**src/rtl/ec_sec2_pkg.sv**
```systemverilog
// Shared definitions for the SEC 2 binary-field curve datapath.
//   - Field degrees and reduction polynomials (x^M term omitted) for
//     sect163r2, sect233r1 and sect283r1.
//   - FSM state type used by the digit-serial multiplier.
package ec_sec2_pkg;

    // sect163r2: f(x) = x^163 + x^7 + x^6 + x^3 + 1
    localparam int unsigned Sect163r2M = 163;
    localparam logic [162:0] Sect163r2P =
        (163'd1 << 7) | (163'd1 << 6) | (163'd1 << 3) | 163'd1;

    // sect233r1: f(x) = x^233 + x^74 + 1
    localparam int unsigned Sect233r1M = 233;
    localparam logic [232:0] Sect233r1P = (233'd1 << 74) | 233'd1;

    // sect283r1: f(x) = x^283 + x^12 + x^7 + x^5 + 1
    localparam int unsigned Sect283r1M = 283;
    localparam logic [282:0] Sect283r1P =
        (283'd1 << 12) | (283'd1 << 7) | (283'd1 << 5) | 283'd1;

    typedef enum logic [0:0] {
        StIdle,
        StRun
    } mul_state_e;

endpackage

```
**src/rtl/gf2m_digit_step.sv**
```systemverilog
// One digit iteration of the MSB-first digit-serial GF(2^m) multiplier.
//   acc_next = (acc * x^D mod f) xor (a * b_digit mod f)
// Ports:
//   acc      in  M  current reduced accumulator
//   a        in  M  multiplicand (reduced)
//   b_digit  in  D  current multiplier digit, bit D-1 is most significant
//   acc_next out M  updated reduced accumulator
// Purely combinational.
module gf2m_digit_step
    import ec_sec2_pkg::*;
#(
    parameter int unsigned    M = Sect233r1M,
    parameter int unsigned    D = 4,
    parameter logic [M-1:0]   P = M'(Sect233r1P)
) (
    input  logic [M-1:0] acc,
    input  logic [M-1:0] a,
    input  logic [D-1:0] b_digit,
    output logic [M-1:0] acc_next
);

    // Horner over the digit bits: each step multiplies by x (folding the
    // overflow bit back through P) and adds a where the digit bit is set.
    // After D steps this equals acc*x^D + a*b_digit, fully reduced.
    always_comb begin
        acc_next = acc;
        for (int i = int'(D) - 1; i >= 0; i--) begin
            acc_next = {acc_next[M-2:0], 1'b0}
                     ^ (acc_next[M-1] ? P : '0)
                     ^ (b_digit[i] ? a : '0);
        end
    end

endmodule

```
**src/rtl/gf2m_digit_mul.sv**
```systemverilog
// Digit-serial GF(2^m) multiplier, polynomial basis, MSB digit first.
// Computes c = a*b mod f(x) in N = ceil(M/D) cycles after start.
// Ports:
//   clk    in  1  clock, rising edge
//   rst_n  in  1  asynchronous active-low reset
//   clr    in  1  synchronous clear (priority over start)
//   start  in  1  request; a and b sampled with it while idle
//   a, b   in  M  operands
//   busy   out 1  multiplication in progress
//   done   out 1  one-cycle pulse when c is updated
//   c      out M  last product, held until next completion or clear
module gf2m_digit_mul
    import ec_sec2_pkg::*;
#(
    parameter int unsigned    M = Sect233r1M,
    parameter int unsigned    D = 4,
    parameter logic [M-1:0]   P = M'(Sect233r1P)
) (
    input  logic         clk,
    input  logic         rst_n,
    input  logic         clr,
    input  logic         start,
    input  logic [M-1:0] a,
    input  logic [M-1:0] b,
    output logic         busy,
    output logic         done,
    output logic [M-1:0] c
);

    localparam int unsigned N  = (M + D - 1) / D;
    localparam int unsigned NW = N * D;
    localparam int unsigned CW = (N > 1) ? $clog2(N) : 1;
    localparam logic [CW-1:0] CntLast = CW'(N - 1);

    mul_state_e    state_q, state_d;
    logic [M-1:0]  a_q, a_d;
    logic [NW-1:0] b_q, b_d;
    logic [M-1:0]  acc_q, acc_d;
    logic [M-1:0]  c_q, c_d;
    logic [CW-1:0] cnt_q, cnt_d;
    logic          done_q, done_d;

    logic [D-1:0]  b_digit;
    logic [M-1:0]  step_out;

    // b is zero-extended to N*D bits, so the top digit may carry padding zeros.
    assign b_digit = b_q[NW-1 -: D];

    gf2m_digit_step #(
        .M (M),
        .D (D),
        .P (P)
    ) u_step (
        .acc      (acc_q),
        .a        (a_q),
        .b_digit  (b_digit),
        .acc_next (step_out)
    );

    // State register
    always_ff @(posedge clk or negedge rst_n) begin
        if (!rst_n) begin
            state_q <= StIdle;
        end else begin
            state_q <= state_d;
        end
    end

    // Next-state logic
    always_comb begin
        state_d = state_q;
        if (clr) begin
            state_d = StIdle;
        end else begin
            unique case (state_q)
                StIdle:  if (start) state_d = StRun;
                StRun:   if (cnt_q == '0) state_d = StIdle;
                default: state_d = StIdle;
            endcase
        end
    end

    // FSM outputs
    always_comb begin
        busy = (state_q == StRun);
    end

    // Datapath next-state
    always_comb begin
        a_d    = a_q;
        b_d    = b_q;
        acc_d  = acc_q;
        c_d    = c_q;
        cnt_d  = cnt_q;
        done_d = 1'b0;
        if (clr) begin
            a_d   = '0;
            b_d   = '0;
            acc_d = '0;
            c_d   = '0;
            cnt_d = '0;
        end else begin
            unique case (state_q)
                StIdle: begin
                    // Start is only honoured here, so a request while busy
                    // never disturbs the operands in flight.
                    if (start) begin
                        a_d   = a;
                        b_d   = NW'(b);
                        acc_d = '0;
                        cnt_d = CntLast;
                    end
                end
                StRun: begin
                    acc_d = step_out;
                    b_d   = b_q << D;
                    if (cnt_q == '0) begin
                        c_d    = step_out;
                        done_d = 1'b1;
                    end else begin
                        cnt_d = cnt_q - 1'b1;
                    end
                end
                default: ;
            endcase
        end
    end

    // Datapath registers
    always_ff @(posedge clk or negedge rst_n) begin
        if (!rst_n) begin
            a_q    <= '0;
            b_q    <= '0;
            acc_q  <= '0;
            c_q    <= '0;
            cnt_q  <= '0;
            done_q <= 1'b0;
        end else begin
            a_q    <= a_d;
            b_q    <= b_d;
            acc_q  <= acc_d;
            c_q    <= c_d;
            cnt_q  <= cnt_d;
            done_q <= done_d;
        end
    end

    assign done = done_q;
    assign c    = c_q;

endmodule
```
**config.mk**
```make
export PLATFORM = sky130hd
export DESIGN_NAME = gf2m_digit_mul
export DESIGN_NICKNAME = d
export VERILOG_FILES = /design/src/rtl/ec_sec2_pkg.sv /design/src/rtl/gf2m_digit_step.sv /design/src/rtl/gf2m_digit_mul.sv
export SDC_FILE = /design/constraint.sdc
export NUM_CORES = 2
export LEC_CHECK = 0
export CORE_MARGIN = 2
export CORE_UTILIZATION = 25
export DETAILED_ROUTE_END_ITERATION = 16
export MAX_ROUTING_LAYER = met4
export SKIP_LAST_GASP = 1
export SYNTH_ARGS = -nofsm -noshare
export SYNTH_HDL_FRONTEND = slang
export SYNTH_SLANG_ARGS = --single-unit
```
**constraint.sdc**
```tcl
create_clock -name clk -period 2.3 [get_ports clk]
set_clock_uncertainty 0.2 [all_clocks]
set_input_delay 0.23 -clock clk [delete_from_list [all_inputs] [get_ports clk]]
set_output_delay 0.23 -clock clk [all_outputs]
set_load 0.05 [all_outputs]
```
==> reports/qor.yml <==
clock_network:
  cts-root-buf: "clkbuf_16"
  htree_levels: 3
  insertion_delay_ps: 760
  clk_pin_slew_ps: 60
  cts_tree: "yes"
  clockBufferDepth: 3
  cts_sinks: 943
  numCtsBuffers: 110
die:
  die-width_um: 452
  ios: 705
  row_count: 164
  dieArea_um2: 205000
  die_h_um: 452
  core_area_um2: 200000
  start_util_pct: 25.2
critical_path:
  start_kind: "flip-flop"
  required_ps: 2790
  crit_type: "flip-flop to flip-flop"
  endpoint_kind: "flip-flop"
  critPathMaxFanout: 51
  crit_arrival_ps: 2740
global_routing:
  grt_antenna_before_repair: 50
  grt_usage_pct: 17.3
  grt_max_degree: 108
  gr-total-overflow: 0
  grt_pass1_wl_um: 266000
  grt_pass1_vias: 42500
final_layout:
  finalNetCount: 6786
  layout-drive-gt1-share_pct: 6.70
  fin_util_pct: 34.6
  num-fill-cells: 20100
  multi_input_area_um2: 25100
  design_area_um2: 69100
  regArea_um2: 23600
  area_growth_pct: 37.4
synthesis:
  synth_common_cells: "nand2_1, dfrtp_1, nor2_1"
  synth_edf_count: 0
  yosysTopAreaCellShare_pct: 46.9
  netlist_instances: 5295
  synth.distinct_cells: 35
  synth_warnings: 0
  seq_area_frac_synth_pct: 46.9
  syn-num-nets: 5767
  synth_fa_ha_area_share_pct: 0.0498
  synth_ff_type: "dfrtp_1"
  synth_compound_area_share_pct: 9.10
  synth_top_family_by_area: "XOR/XNOR gates"
  synth.avg_cell_area_um2: 9.50
  yosysMostFrequentCell: "nand2_1"
  synth-simple-area-share_pct: 17.4
  synth.area.top_cells: "dfrtp_1, nand2_1, xnor3_1, mux2i_1, a22o_1"
  synth.area.mux_share_pct: 4.56
  ys_ff_latch: 943
  yosysTopAreaCell: "dfrtp_1"
  async_reset_ff_share_pct: 100
  synth_area_um2: 50300
  synth_xor_area_share_pct: 18.6
power:
  cellLeakagePower_nw: 34.0
  p_comb_share_pct: 13.4
  swShare_pct: 27.5
  pwr-share-clk_pct: 43.6
  seq_power_share_pct: 43.0
  internal_power_mw: 30.2
  p_per_area_nw_per_um2: 603
  ir_drop_uv: 662
  switchingPower_mw: 11.5
placed_design:
  dpl.hpwl_um: 124000
  gp_congestion: 0.863
  placed_area_um2: 61200
  port_buffers: 704
  place_ws_ps: -96.7
sta:
  hold_viol: 0
  rsz0062_at_grt: "true"
  hold_slack_ps: 84.5
  tightestPinTransition_ps: 763
  slew_headroom_pct: 49.2
  finalCritPeriodShare_pct: 98.0
  fin_crit_ps: 2250
  setup_violations: 0
  clock.fmax_mhz: 444
  worst_slack_ps: 46.2
  slew_violations: 0
routing:
  first_pass_iters: 8
  ant_nets: 0
  vias_per_cell: 4.55
  drt-wirelength-per-cell_um: 19.5
  drt_iter0_markers: 2860
  vias: 41400
  totalWireLength_um: 178000
  drcViolationCount: 0
job:
  drv_cap: 0
outcome:
  status: "finished, final reports clean"
min_path:
  min_path_type: "input pin to flip-flop"
[power by group through the flow]
stage | clock [mW] | combinational, mW | sequential (mW)
finish | 18.2 | 5.59 | 17.9
global route | 19.2 | 6.07 | 18.0
CTS | 18.6 | 5.57 | 17.9
detailed placement | 0 | 4.93 | 18.2
global placement | 0 | 4.86 | 18.2
floorplan | 0 | 2.46 | 18.0
[critical path, stage by stage, from the launching register on]
cell and delay [ps]:
dfrtp_4 580, buf_12 180, buf_16 190, nand2_1 100, xnor3_1 390, xnor2_1 190, nand2_1 140, o21ai_1 160
[logic make-up after synthesis]
logic type / count (synthesis)
and+or+nand+nor: 2328
xor gates and xnor gates: 705
DFF: 943
buffers and inverters: 365
adders and majority gates: 2
AOI/OAI and AO/OA: 723
muxes: 229
[per-layer routing]
layer	GRT usage, %	up-vias	share of wire (%)
li1	-	19400	-
met1	19.8	20500	39
met2	28.6	1241	49
met3	3.07	331	5.3
met4	9.56	0	6.1
met5	-	-	0
[final cells by class]
cell class | count | share of cell area (%)
multi-input cells | 3987 | 36.4
flip-flops and latches | 943 | 34.2
repair buffers | 1269 | 19.1
well taps | 2656 | 4.81
clock buffers | 157 | 4.61
clock inverters | 40 | 0.759
diodes | 46 | 0.167
inverters | 3 | 0.0163
[flip-flops by register name, summed over array words and instances, names as in the netlist]
name and count:
busy 1, done 1, b_q 236, acc_q 233
cnt_q 6, a_q 233, c 233
[path summary, 6_finish.rpt]
path / end / slack, ps / cells after the start / from
hold / removal: b_q[139] / 80 / 5 / b[139]
setup reg to reg: c[175] / 50 / 7 / b_q[234]
max in group asynchronous: b_q[2] / 700 / 4 / rst_n
hold reg to reg: c[26] / 270 / 2 / c[26]
setup / recovery: c[175] / 50 / 7 / b_q[234]
min in group asynchronous: b_q[19] / 580 / 4 / rst_n
[cell usage in the layout (no fill, tap or decap), types with 3 or more instances in the layout]
cell type and count:
clkbuf_1 24, xnor2_1 230, dfrtp_4 5, xnor3_1 232
o21ai_0 93, bufinv_16 7, buf_12 79, clkinvlp_4 8
a21oi_1 235, dlygate4sd2_1 185, clkbuf_8 22, dfrtp_1 938
o21ai_1 137, dlygate4sd3_1 384, buf_4 133, clkbuf_16 117
nor2_1 465, xnor2_2 10, buf_16 7, buf_6 3
xor2_1 233, clkdlybuf4s50_1 466, clkinv_2 14, diode_2 46
clkdlybuf4s15_1 3, a22o_1 246, nand2_1 1849, clkinv_16 3
mux2i_1 229
[timing repair]
action | 4_1_cts | 5_1_grt
pin swaps | 0 | 11
cloned | 1 | 5
gates resized for setup | 193 | 35
setup buffers | 7 | 7
endpoints found under the setup margin | 223 | 91
endpoints found under the hold margin | 1682 | 0
hold buffers | 385 | 0
[per-stage QoR]
stage          total power [mW]  setup TNS (ps)  cells
4_1_cts                    42.1           -17.7   9043
2_1_floorplan              20.4               0   5295
5_1_grt                    43.3            -368   9101
3_3_place_gp               23.1            -934   8453
6_report                   41.7               0   9101
3_5_place_dp               23.2            -929   8453
Power figures use the tool's default switching activity.
